## src/rtl/rom_cache_pkg.sv

```systemverilog
// Shared types and defaults for the direct-mapped ROM read cache.
// Optional statistics counters are enabled with ROM_CACHE_STATS_EN.
package rom_cache_pkg;

   localparam int DEF_IDX_BITS  = 6;
   localparam int DEF_ADDR_BITS = 23;

   typedef enum logic [2:0] {
      DRAIN,
      FLUSH,
      IDLE,
      MISS,
      RESP
   } state_t;

   function automatic int tagWidth(input int idxBits, input int addrBits);
      return addrBits - idxBits;
   endfunction

endpackage

```

## src/rtl/rom_read_cache_if.sv

```systemverilog
// CPU, snoop and SDRAM romrd signals of the ROM read cache.
// ROM_CACHE_STATS_EN adds the hit/miss counters to the bundle.
interface rom_read_cache_if
   import rom_cache_pkg::*;
   #(parameter int ADDR_BITS = DEF_ADDR_BITS) ();

   logic                 cpu_rd;
   logic [ADDR_BITS-1:0] cpu_a;
   logic [15:0]          cpu_q;
   logic                 cpu_valid;
   logic                 cpu_busy;
   logic                 flush;
   logic                 snoop_we;
   logic [ADDR_BITS-1:0] snoop_a;
   logic                 romrd_req;
   logic                 romrd_ack;
   logic [ADDR_BITS-1:0] romrd_a;
   logic [15:0]          romrd_q;
`ifdef ROM_CACHE_STATS_EN
   logic [31:0]          stat_hits;
   logic [31:0]          stat_misses;

   modport slave (
      input  cpu_rd, cpu_a, flush, snoop_we, snoop_a, romrd_ack, romrd_q,
      output cpu_q, cpu_valid, cpu_busy, romrd_req, romrd_a,
      output stat_hits, stat_misses
   );

   modport master (
      output cpu_rd, cpu_a, flush, snoop_we, snoop_a, romrd_ack, romrd_q,
      input  cpu_q, cpu_valid, cpu_busy, romrd_req, romrd_a,
      input  stat_hits, stat_misses
   );
`else
   modport slave (
      input  cpu_rd, cpu_a, flush, snoop_we, snoop_a, romrd_ack, romrd_q,
      output cpu_q, cpu_valid, cpu_busy, romrd_req, romrd_a
   );

   modport master (
      output cpu_rd, cpu_a, flush, snoop_we, snoop_a, romrd_ack, romrd_q,
      input  cpu_q, cpu_valid, cpu_busy, romrd_req, romrd_a
   );
`endif

endinterface

```

## src/rtl/rom_cache_tagram.sv

```systemverilog
// Valid/tag/data line storage: one synchronous fill port, one valid-clear
// port (clear wins on the same index) and two combinational lookups.
module rom_cache_tagram
   import rom_cache_pkg::*;
   #(parameter int IDX_BITS  = DEF_IDX_BITS,
     parameter int ADDR_BITS = DEF_ADDR_BITS,
     localparam int TW       = tagWidth(IDX_BITS, ADDR_BITS))
   (
   input  logic                clk,
   input  logic                i_we,
   input  logic [IDX_BITS-1:0] i_wIdx,
   input  logic [TW-1:0]       i_wTag,
   input  logic [15:0]         i_wData,
   input  logic                i_clr,
   input  logic [IDX_BITS-1:0] i_clrIdx,
   input  logic [IDX_BITS-1:0] i_lkIdx,
   output logic                o_lkValid,
   output logic [TW-1:0]       o_lkTag,
   output logic [15:0]         o_lkData,
   input  logic [IDX_BITS-1:0] i_snIdx,
   output logic                o_snValid,
   output logic [TW-1:0]       o_snTag
   );

   localparam int LINES = 1 << IDX_BITS;

   logic            r_valid [LINES];
   logic [TW-1:0]   r_tag   [LINES];
   logic [15:0]     r_data  [LINES];

   // No reset on the valid bits: the controller always flushes every line before use.
   always_ff @(posedge clk) begin
      if (i_we) begin
         r_valid[i_wIdx] <= 1'b1;
      end
      if (i_clr) begin
         r_valid[i_clrIdx] <= 1'b0;
      end
   end

   always_ff @(posedge clk) begin
      if (i_we) begin
         r_tag[i_wIdx]  <= i_wTag;
         r_data[i_wIdx] <= i_wData;
      end
   end

   assign o_lkValid = r_valid[i_lkIdx];
   assign o_lkTag   = r_tag[i_lkIdx];
   assign o_lkData  = r_data[i_lkIdx];
   assign o_snValid = r_valid[i_snIdx];
   assign o_snTag   = r_tag[i_snIdx];

endmodule

```

## src/rtl/rom_read_cache.sv

```systemverilog
// Direct-mapped one-word-per-line read cache in front of the SDRAM romrd port.
// Define ROM_CACHE_STATS_EN to add saturating hit/miss counters.
module rom_read_cache
   import rom_cache_pkg::*;
   #(parameter int IDX_BITS  = DEF_IDX_BITS,
     parameter int ADDR_BITS = DEF_ADDR_BITS)
   (
   input  logic            clk,
   input  logic            reset,
   rom_read_cache_if.slave bus
   );

   localparam int TW = tagWidth(IDX_BITS, ADDR_BITS);
   localparam logic [IDX_BITS-1:0] LAST_IDX = {IDX_BITS{1'b1}};

   state_t                r_state;
   state_t                w_next;
   logic [IDX_BITS-1:0]   r_flushIdx;
   logic                  r_flushPend;
   logic                  r_cpuValid;
   logic [15:0]           r_cpuQ;
   logic                  r_romrdReq;
   logic [ADDR_BITS-1:0]  r_romrdA;

   logic [IDX_BITS-1:0]   w_cpuIdx, w_snpIdx, w_fillIdx, w_clrIdx;
   logic [TW-1:0]         w_cpuTag, w_snpTag, w_fillTag;
   logic                  w_lkValid, w_snValid;
   logic [TW-1:0]         w_lkTag, w_snTag;
   logic [15:0]           w_lkData;
   logic                  w_hit, w_ackDone, w_accept, w_issue, w_fill;
   logic                  w_snoopOn, w_snoopClr, w_clr;

   assign w_cpuIdx  = bus.cpu_a[IDX_BITS-1:0];
   assign w_cpuTag  = bus.cpu_a[ADDR_BITS-1:IDX_BITS];
   assign w_snpIdx  = bus.snoop_a[IDX_BITS-1:0];
   assign w_snpTag  = bus.snoop_a[ADDR_BITS-1:IDX_BITS];
   assign w_fillIdx = r_romrdA[IDX_BITS-1:0];
   assign w_fillTag = r_romrdA[ADDR_BITS-1:IDX_BITS];

   assign w_hit     = w_lkValid && (w_lkTag == w_cpuTag);
   assign w_ackDone = (bus.romrd_ack == r_romrdReq);
   assign w_accept  = (r_state == IDLE) && bus.cpu_rd && !bus.flush;
   assign w_issue   = w_accept && !w_hit;
   assign w_fill    = (r_state == MISS) && w_ackDone;

   // A fill landing on the snooped index replaces the stored line, so only the
   // incoming tag matters there; the clear then beats the fill's valid set.
   assign w_snoopOn  = bus.snoop_we && (r_state != FLUSH) && (r_state != DRAIN);
   assign w_snoopClr = w_snoopOn &&
                       ((w_fill && (w_fillIdx == w_snpIdx)) ? (w_fillTag == w_snpTag)
                                                            : (w_snValid && (w_snTag == w_snpTag)));
   assign w_clr      = (r_state == FLUSH) || w_snoopClr;
   assign w_clrIdx   = (r_state == FLUSH) ? r_flushIdx : w_snpIdx;

   rom_cache_tagram #(
      .IDX_BITS  (IDX_BITS),
      .ADDR_BITS (ADDR_BITS)
   ) u_tagram (
      .clk       (clk),
      .i_we      (w_fill),
      .i_wIdx    (w_fillIdx),
      .i_wTag    (w_fillTag),
      .i_wData   (bus.romrd_q),
      .i_clr     (w_clr),
      .i_clrIdx  (w_clrIdx),
      .i_lkIdx   (w_cpuIdx),
      .o_lkValid (w_lkValid),
      .o_lkTag   (w_lkTag),
      .o_lkData  (w_lkData),
      .i_snIdx   (w_snpIdx),
      .o_snValid (w_snValid),
      .o_snTag   (w_snTag)
   );

   always_comb begin
      w_next = r_state;
      case (r_state)
         DRAIN:   if (w_ackDone) w_next = FLUSH;
         FLUSH:   if (r_flushIdx == LAST_IDX) w_next = IDLE;
         IDLE: begin
            if (bus.flush)    w_next = FLUSH;
            else if (w_issue) w_next = MISS;
         end
         MISS:    if (w_ackDone) w_next = RESP;
         RESP:    w_next = (r_flushPend || bus.flush) ? FLUSH : IDLE;
         default: w_next = DRAIN;
      endcase
   end

   always_ff @(posedge clk) begin
      if (reset) begin
         r_state     <= DRAIN;
         r_flushIdx  <= '0;
         r_flushPend <= 1'b0;
         r_cpuValid  <= 1'b0;
         r_cpuQ      <= '0;
         r_romrdA    <= '0;
      end else begin
         r_state    <= w_next;
         r_cpuValid <= (w_accept && w_hit) || w_fill;
         if (r_state == FLUSH) begin
            r_flushIdx <= r_flushIdx + 1'b1;
         end
         if (w_next == FLUSH) begin
            r_flushPend <= 1'b0;
         end else if (bus.flush && ((r_state == MISS) || (r_state == RESP))) begin
            r_flushPend <= 1'b1;
         end
         if (w_accept && w_hit) begin
            r_cpuQ <= w_lkData;
         end else if (w_fill) begin
            r_cpuQ <= bus.romrd_q;
         end
         if (w_issue) begin
            r_romrdA <= bus.cpu_a;
         end
      end
   end

   // The request toggle survives reset so an in-flight controller read still pairs up.
   always_ff @(posedge clk) begin
      if (!reset && w_issue) begin
         r_romrdReq <= ~r_romrdReq;
      end
   end

   assign bus.cpu_q     = r_cpuQ;
   assign bus.cpu_valid = r_cpuValid;
   assign bus.cpu_busy  = (r_state != IDLE);
   assign bus.romrd_req = r_romrdReq;
   assign bus.romrd_a   = r_romrdA;

`ifdef ROM_CACHE_STATS_EN
   logic [31:0] r_statHits;
   logic [31:0] r_statMisses;

   always_ff @(posedge clk) begin
      if (reset || (r_state == FLUSH)) begin
         r_statHits   <= '0;
         r_statMisses <= '0;
      end else begin
         if (w_accept && w_hit && (r_statHits != 32'hFFFF_FFFF)) begin
            r_statHits <= r_statHits + 32'd1;
         end
         if (w_issue && (r_statMisses != 32'hFFFF_FFFF)) begin
            r_statMisses <= r_statMisses + 32'd1;
         end
      end
   end

   assign bus.stat_hits   = r_statHits;
   assign bus.stat_misses = r_statMisses;
`endif

endmodule

```

## src/flat_wrapper.sv

```systemverilog
// flat-port wrapper written by rule: the top's interface ports become plain ports
module rom_read_cache_flat import rom_cache_pkg::*;
#(parameter int IDX_BITS  = DEF_IDX_BITS,
     parameter int ADDR_BITS = DEF_ADDR_BITS)
  (clk, reset, bus_cpu_rd, bus_cpu_a, bus_flush, bus_snoop_we, bus_snoop_a, bus_romrd_ack, bus_romrd_q, bus_cpu_q, bus_cpu_valid, bus_cpu_busy, bus_romrd_req, bus_romrd_a);
  rom_read_cache_if #(.ADDR_BITS(ADDR_BITS)) bus_i ();
  input  logic clk;
  input  logic reset;
  input wire logic [$bits(bus_i.cpu_rd)-1:0] bus_cpu_rd;
  input wire logic [$bits(bus_i.cpu_a)-1:0] bus_cpu_a;
  input wire logic [$bits(bus_i.flush)-1:0] bus_flush;
  input wire logic [$bits(bus_i.snoop_we)-1:0] bus_snoop_we;
  input wire logic [$bits(bus_i.snoop_a)-1:0] bus_snoop_a;
  input wire logic [$bits(bus_i.romrd_ack)-1:0] bus_romrd_ack;
  input wire logic [$bits(bus_i.romrd_q)-1:0] bus_romrd_q;
  output wire logic [$bits(bus_i.cpu_q)-1:0] bus_cpu_q;
  output wire logic [$bits(bus_i.cpu_valid)-1:0] bus_cpu_valid;
  output wire logic [$bits(bus_i.cpu_busy)-1:0] bus_cpu_busy;
  output wire logic [$bits(bus_i.romrd_req)-1:0] bus_romrd_req;
  output wire logic [$bits(bus_i.romrd_a)-1:0] bus_romrd_a;
  assign bus_i.cpu_rd = bus_cpu_rd;
  assign bus_i.cpu_a = bus_cpu_a;
  assign bus_i.flush = bus_flush;
  assign bus_i.snoop_we = bus_snoop_we;
  assign bus_i.snoop_a = bus_snoop_a;
  assign bus_i.romrd_ack = bus_romrd_ack;
  assign bus_i.romrd_q = bus_romrd_q;
  assign bus_cpu_q = bus_i.cpu_q;
  assign bus_cpu_valid = bus_i.cpu_valid;
  assign bus_cpu_busy = bus_i.cpu_busy;
  assign bus_romrd_req = bus_i.romrd_req;
  assign bus_romrd_a = bus_i.romrd_a;
  rom_read_cache #(.IDX_BITS(IDX_BITS), .ADDR_BITS(ADDR_BITS)) u_core (.clk(clk), .reset(reset), .bus(bus_i));
endmodule
```

## config.mk

```make
export PLATFORM = sky130hd
export DESIGN_NAME = rom_read_cache_flat
export DESIGN_NICKNAME = d
export VERILOG_FILES = /design/src/rtl/rom_cache_pkg.sv /design/src/rtl/rom_read_cache_if.sv /design/src/rtl/rom_cache_tagram.sv /design/src/rtl/rom_read_cache.sv /design/src/flat_wrapper.sv
export SDC_FILE = /design/constraint.sdc
export NUM_CORES = 2
export LEC_CHECK = 0
export ABC_AREA = 0
export BUFFER_PORTS_ARGS = -buffer_cell sky130_fd_sc_hd__clkbuf_2
export CAP_MARGIN = 20
export CORE_ASPECT_RATIO = 0.8
export CORE_MARGIN = 5
export CORE_UTILIZATION = 40
export DETAILED_ROUTE_END_ITERATION = 8
export HOLD_SLACK_MARGIN = 0.05
export SYNTH_ARGS = -nofsm -noshare
export SYNTH_HDL_FRONTEND = slang
export SYNTH_HIERARCHICAL = 1
export SYNTH_SLANG_ARGS = --single-unit
```

## constraint.sdc

```tcl
create_clock -name clk -period 4.85 [get_ports clk]
set_input_delay 0.2425 -clock clk [delete_from_list [all_inputs] [get_ports clk]]
set_output_delay 0.2425 -clock clk [all_outputs]
set_load 0.01 [all_outputs]
```

======== After elaboration in Yosys (flattened, before gate mapping) ========
Memory sizes are Yosys's and may differ from the RTL's.
Index checks and enable logic that the tools add are counted.
storage, ports and cells
  register bits ........................... 51
  RAM bits ................................ 2176
  input port bits ......................... 68
  output and inout bits ................... 42
  memories ................................ 3
memory list
  name                     words  width  read ports  clocked after memory_dff  wr ports  RTL line                source
  u_core.u_tagram.r_tag    64     17     2           0                         1         rom_cache_tagram.sv:28  logic [TW-1:0] r_tag [LINES];
  u_core.u_tagram.r_data   64     16     1           0                         1         rom_cache_tagram.sv:29  logic [15:0] r_data [LINES];
  u_core.u_tagram.r_valid  64     1      2           0                         2         rom_cache_tagram.sv:27  logic r_valid [LINES];
operators by class
  $add $sub $neg .......................... 1
  eq/ne operators ......................... 13
  muxes and demuxes ....................... 15
  bitwise operators ....................... 1
  reduce and logical (&&, ||, !) cells .... 24
operators by type and width
  cell                                            count
  == test 17 bit                                  3
  two-way mux 16 bit                              2
  two-way mux 3 bit                               5
  one-hot mux 3 bit (5 select lines)              1
  logical AND 1 bit                               13
  adder 6 x 1 -> 6 bit (second input constant)    1
  == test 3 x 1 -> 1 bit (second input constant)  2
  == test 3 x 2 -> 1 bit (second input constant)  2
  == test 6 bit                                   1
  == test 6 bit (second input constant)           1
  two-way mux 6 bit                               1
  two-way mux 1 bit                               5
  logical OR 1 bit                                4
  == test 3 bit (second input constant)           1
  logical NOT 1 bit                               3
  logical NOT 3 bit                               1
  != test 3 x 1 -> 1 bit (second input constant)  1
  != test 3 x 2 -> 1 bit (second input constant)  1
  nonzero test 3 bit                              1
  two-way mux 2 bit                               1
  nonzero test 2 bit                              1
  OR reduction 2 bit                              1
  == test 1 bit                                   1
  NOT 1 bit                                       1

======== Logic depth before layout (Yosys ltp) ========
An unclocked memory read counts as a cell.
  word-level depth ........................ 10
  gate-level depth with buffers ........... 16
  gate-level depth less buffers ........... 13

======== Cells and area by module ========
Netlist, hierarchy kept.
modules (own cells, without submodules)
  module            times used  cells each  area each (um^2)  seq. area each (um^2)
  rom_cache_tagram  1           4349        91490.2           64702.1
  rom_read_cache    1           349         3318.2            1031.0

======== Least setup slack after synthesis ========
OpenSTA, ideal clock, no wires.
  path type ............................... flip-flop to flip-flop
  from .................................... register u_core.r_romrdReq, in the netlist u_core/bus.romrd_req
  to ...................................... memory u_core.u_tagram.r_data[34][0] (enable)
  arrival time ............................ 3196 ps
  data required time ...................... 4425 ps
  setup slack ............................. 1229 ps
  cell stages (with the launch flop) ...... 9
  path buffers ............................ 3
  period minus slack after synthesis ...... 3621 ps
  cells stage by stage .................... edfxtp_1 -> xnor2_1 -> and2_1 -> buf_4 -> buf_6 -> inv_1 -> or2_2 -> clkbuf_1 -> nor2_1
on the way
  cells in the longest elaborated chain, start to end .. 4
ends and longest elaborated chain
  item                                     RTL line                source
  from (decl)                              rom_read_cache.sv:22    logic r_romrdReq;
  from (signal assigned)                   rom_read_cache.sv:123   r_romrdReq <= ~r_romrdReq;
  == test 1 bit                            rom_read_cache.sv:41    assign w_ackDone = (bus.romrd_ack == r_romrdReq);
  logical AND 1 bit                        rom_read_cache.sv:44    assign w_fill = (r_state == MISS) && w_ackDone;
  named net u_core.w_fill                  rom_read_cache.sv:30    logic w_hit, w_ackDone, w_accept, w_issue, w_fill;
  two-way mux 1 bit                        rom_cache_tagram.sv:42  if (i_we) begin
  two-way mux 1 bit (implied by the code)  rom_cache_tagram.sv:44  r_data[i_wIdx] <= i_wData;
  to (decl)                                rom_cache_tagram.sv:29
The timed path passes the listed nets, and every way through them passes these cells.

======== Worst setup path in the final report ========
  from .................................... input bus_cpu_a[2]
  to ...................................... register u_core.r_romrdA[10], in the netlist u_core/bus.romrd_a[10]
on the way
  cells in the longest elaborated chain, start to end .. 5
  elaborated cells between the ends (all ways) .. 6
  those cells by class .................... eq/ne (1); reduce/logical (3); memory (2)
ends and longest elaborated chain
  item                          RTL line               source
  from (decl)                   flat_wrapper.sv:10     input wire logic [$bits(bus_i.cpu_a)-1:0] bus_cpu_a;
  memory read (64 x 17 bit)     --
  named net u_core.w_lkTag[12]  rom_read_cache.sv:28   logic [TW-1:0] w_lkTag, w_snTag;
  == test 17 bit                rom_read_cache.sv:40   assign w_hit = w_lkValid && (w_lkTag == w_cpuTag);
  logical AND 1 bit             rom_read_cache.sv:40
  logical NOT 1 bit             rom_read_cache.sv:43   assign w_issue = w_accept && !w_hit;
  logical AND 1 bit             rom_read_cache.sv:43
  to (signal assigned)          rom_read_cache.sv:115  r_romrdA <= bus.cpu_a;
  to (decl)                     rom_read_cache.sv:23   logic [ADDR_BITS-1:0] r_romrdA;
The timed path passes the listed nets, and every way through them passes these cells.
A chain may end at the register's enable or synchronous reset.

==> metrics <==
total gr overflow 0; fin crit period 4.84 ns; Slowest Stage Delay on Critical Path 0.67 ns; crit path launch bus_cpu_a[2]; Seq/Total Area, Yosys 69.3%; largest family of logic cells by synthesized area multiplexers; crit path max-delay cell type o21ba_2; post-synthesis compound-gate area fraction 4.17%; Gate Count Post-Synth 4698; post-synthesis simple-gate area fraction 2.80%; fin. max-slew vios 0; row count 159; DR iter-0 viols 8289; TritonCTS buffer count 216; final setup margin 0.0116 ns; die width 554 um; Async SR Flop Fraction 0%; Leak 36.2 nW; crit-path cells dlygate4sd3_1 > buf_8 > buf_12 > mux4_2 > a21oi_1 > and3_1 > a31oi_1 > and3_1 > xor2_1 > nor4_1 > nand3_1 > o21ba_2 > buf_4 > mux2i_1 > dlygate4sd3_1; global-route wire length before repair 431000 um; Fillers 19600; Syn. warnings 6; CP Capture Type flip-flop; status completed; Min-Delay Path Class primary input to flip-flop; RSZ-0062 raised after global routing false; worst-skew pair later-pin latency 0.88 ns; Initial Util 40.3%; Max clock buf depth 4; # port buffers 109; Critical Path RT 5.64 ns; DRC Markers 0; Yosys top cell by area edfxtp_1; mapped cell area 0.0948 sq mm; Post-synth EDFFs 2113; Peak supply drop 0.279 mV; Synth Area in XOR/XNOR 0.573%; Final period util 99.8%; actual slew at the worst max-slew pin 1.31 ns; Primary FF master, synth edfxtp_1; Syn Nets 4767; max_slew headroom 12.1%; Reg-to-Reg Start u_core/u_tagram/r_tag[32][10]; crit path max fanout 64; routability cong. 0.913; placed cell count 7948; DR vias 54500; clk slew on worst S/H paths 0.06 ns; total wire length 312000 um; share of the synthesized area in the top cell type 66.9%; Die H 445 um; num ports 110; final hold viol count 0; CP Class primary input to flip-flop; launching element type of the critical path primary input; hold depth 2; Routed Antenna Nets 0; core area 0.235 sq mm; CTS tree built; initial antenna violation count 14; die area 0.247 sq mm; Root Driver clkbuf_16; Layout Cells excl Fill 8373; # setup viols final 0; Yosys reg bits 2227; Detailed Place HPWL 188000 um; largest net degree at the start of global routing 103; synth unique cells 70; Synth Area in Adders 0.0132%; mux cell area share after synthesis 21.3%; layout cells sized above 1 32.7%; htree depth 4; PwrDens 369 mW/mm^2; dpl ws 0.0113 ns; number of stages on the worst setup path 15; Area contributors post-synth edfxtp_1 (67%), mux4_2 (19%), dfxtp_1 (2.4%), mux2i_1 (1.3%), o22ai_1 (1.2%); Worst Path Arrival 5.63 ns; hold wc startpoint bus_romrd_q[2]; DR WL/cell 37.3 um; Clock Sinks 2227; area grow syn2layout 14.8%; hold_ws 0.0871 ns; number of vias per cell 6.51; drt pass-1 iters 6; nets@finish 5128; vias in the first global route 53000; max cap viols 0; Bufs and invs on worst path 5; Max Freq 0.207 GHz; Avg Cell Area, Syn 20.2 sq um; worst reg-to-reg path cell count 13; clock skew 0.0788 ns; Top Family by Delay on Critical Path buffers and inverters; GR Util All Layers 24.8%
-- final timing paths --
path	end	slack (ns)
max	u_core/bus.romrd_a[10]	0.01
min	u_core/u_tagram/r_data[26][2]	0.09
max reg2reg	u_core/u_tagram/r_valid[20]	0.30
min reg2reg	u_core/u_tagram/r_valid[22]	0.51
-- through the flow --
stage / util [%] / instance area [sq um] / power, W / TNS, ns
final: 46.2 / 109000 / 0.0402 / 0
after floorplan: - / 94800 / 0.0226 / 0
after global placement: 43.2 / 102000 / 0.0237 / -0.105
after CTS: 46.2 / 109000 / 0.0404 / 0
after detailed placement: 43.2 / 102000 / 0.0237 / 0
after global routing: 46.2 / 109000 / 0.0413 / 0
-- Yosys cell counts (all sizes together) (4+ instances only) --
library cell / instances
a211oi: 21
and3: 20
nor2b: 60
nor2: 148
nand3b: 7
a2111oi: 6
clkbuf: 137
xnor2: 27
buf: 193
nor4: 37
mux4: 811
o22a: 20
mux2i: 122
edfxtp: 2113
or2: 12
mux2: 61
a22o: 16
nand4: 9
a21oi: 83
nor3b: 4
xor2: 35
nand3: 38
a31oi: 8
o221ai: 109
a2bb2oi: 32
and2: 5
a22oi: 33
nor3: 37
o21a: 5
nand2b: 58
o22ai: 181
dfxtp: 114
o21ai: 23
inv: 8
nand2: 70
-- layout by cell type, fill, tap and decap left out, drive strengths merged, types with 12 or more instances in the layout --
cell / netlist / layout
a211oi: 21 / 21
clkinv: 2 / 81
o22a: 20 / 20
nand2: 70 / 70
inv: 8 / 12
mux2: 61 / 61
nor3: 37 / 37
clkbuf: 137 / 381
nand2b: 58 / 58
edfxtp: 2113 / 2113
a22o: 16 / 16
mux2i: 122 / 122
mux4: 811 / 811
xor2: 35 / 35
nor2b: 60 / 60
xnor2: 27 / 27
dlygate4sd3: 0 / 31
nor2: 148 / 148
buf: 193 / 338
nand3: 38 / 38
o21ai: 23 / 23
nor4: 37 / 37
or2: 12 / 12
a22oi: 33 / 33
o221ai: 109 / 109
and3: 20 / 20
bufinv: 0 / 24
a2bb2oi: 32 / 32
a21oi: 83 / 83
o22ai: 181 / 181
dfxtp: 114 / 114
-- cell families after synthesis --
family	Yosys count
buffers and inverters	340
AND/OR/NAND/NOR	516
adder cells (fa/ha/maj)	1
flip-flops	2227
AO/OA/AOI/OAI	558
multiplexers	994
XOR/XNOR	62
-- power breakdown --
group / switching, W / internal [W] / leakage (nW)
Sequential: 0.00000446 / 0.0209 / 22.0
Combinational: 0.00152 / 0.000942 / 10.8
Clock: 0.00724 / 0.00961 / 3.37
Total: 0.00876 / 0.0314 / 36.2
-- state kept, by name, summed over array words and instances (netlist names) --
register / count
u_core/r_state: 3
u_core/bus.romrd_req: 1
u_core/bus.cpu_q: 16
u_core/bus.cpu_valid: 1
u_core/r_flushPend: 1
u_core/u_tagram/r_tag: 1088
u_core/bus.romrd_a: 23
u_core/r_flushIdx: 6
u_core/u_tagram/r_valid: 64
u_core/u_tagram/r_data: 1024
-- area by class of cell --
class / count / area (sq um) / share of cell area [%]
diodes: 3 / 7.51 / 0.00690
clock buffers: 277 / 5740 / 5.27
clock inverters: 113 / 1180 / 1.09
inverters: 10 / 37.5 / 0.0345
multi-input cells: 2131 / 27900 / 25.6
flip-flops and latches: 2227 / 65800 / 60.4
well taps: 3139 / 3930 / 3.61
repair buffers: 473 / 4320 / 3.97
-- metal layers --
layer / GRT usage (%) / vias up / routed length [um]
li1: - / 20900 / -
met1: 36.1 / 29500 / 126000
met2: 36.1 / 3564 / 137000
met3: 7.03 / 529 / 38300
met4: 7.89 / 2 / 11100
met5: 0 / - / 15
-- timing repair --
| action | CTS | global route |
|---|---|---|
| hold buffers | 31 | 0 |
| hold endpoints to repair | 393 | 0 |
| resized for setup | 0 | 0 |
| buffers inserted | 0 | 0 |
Power figures use the tool's default switching activity.
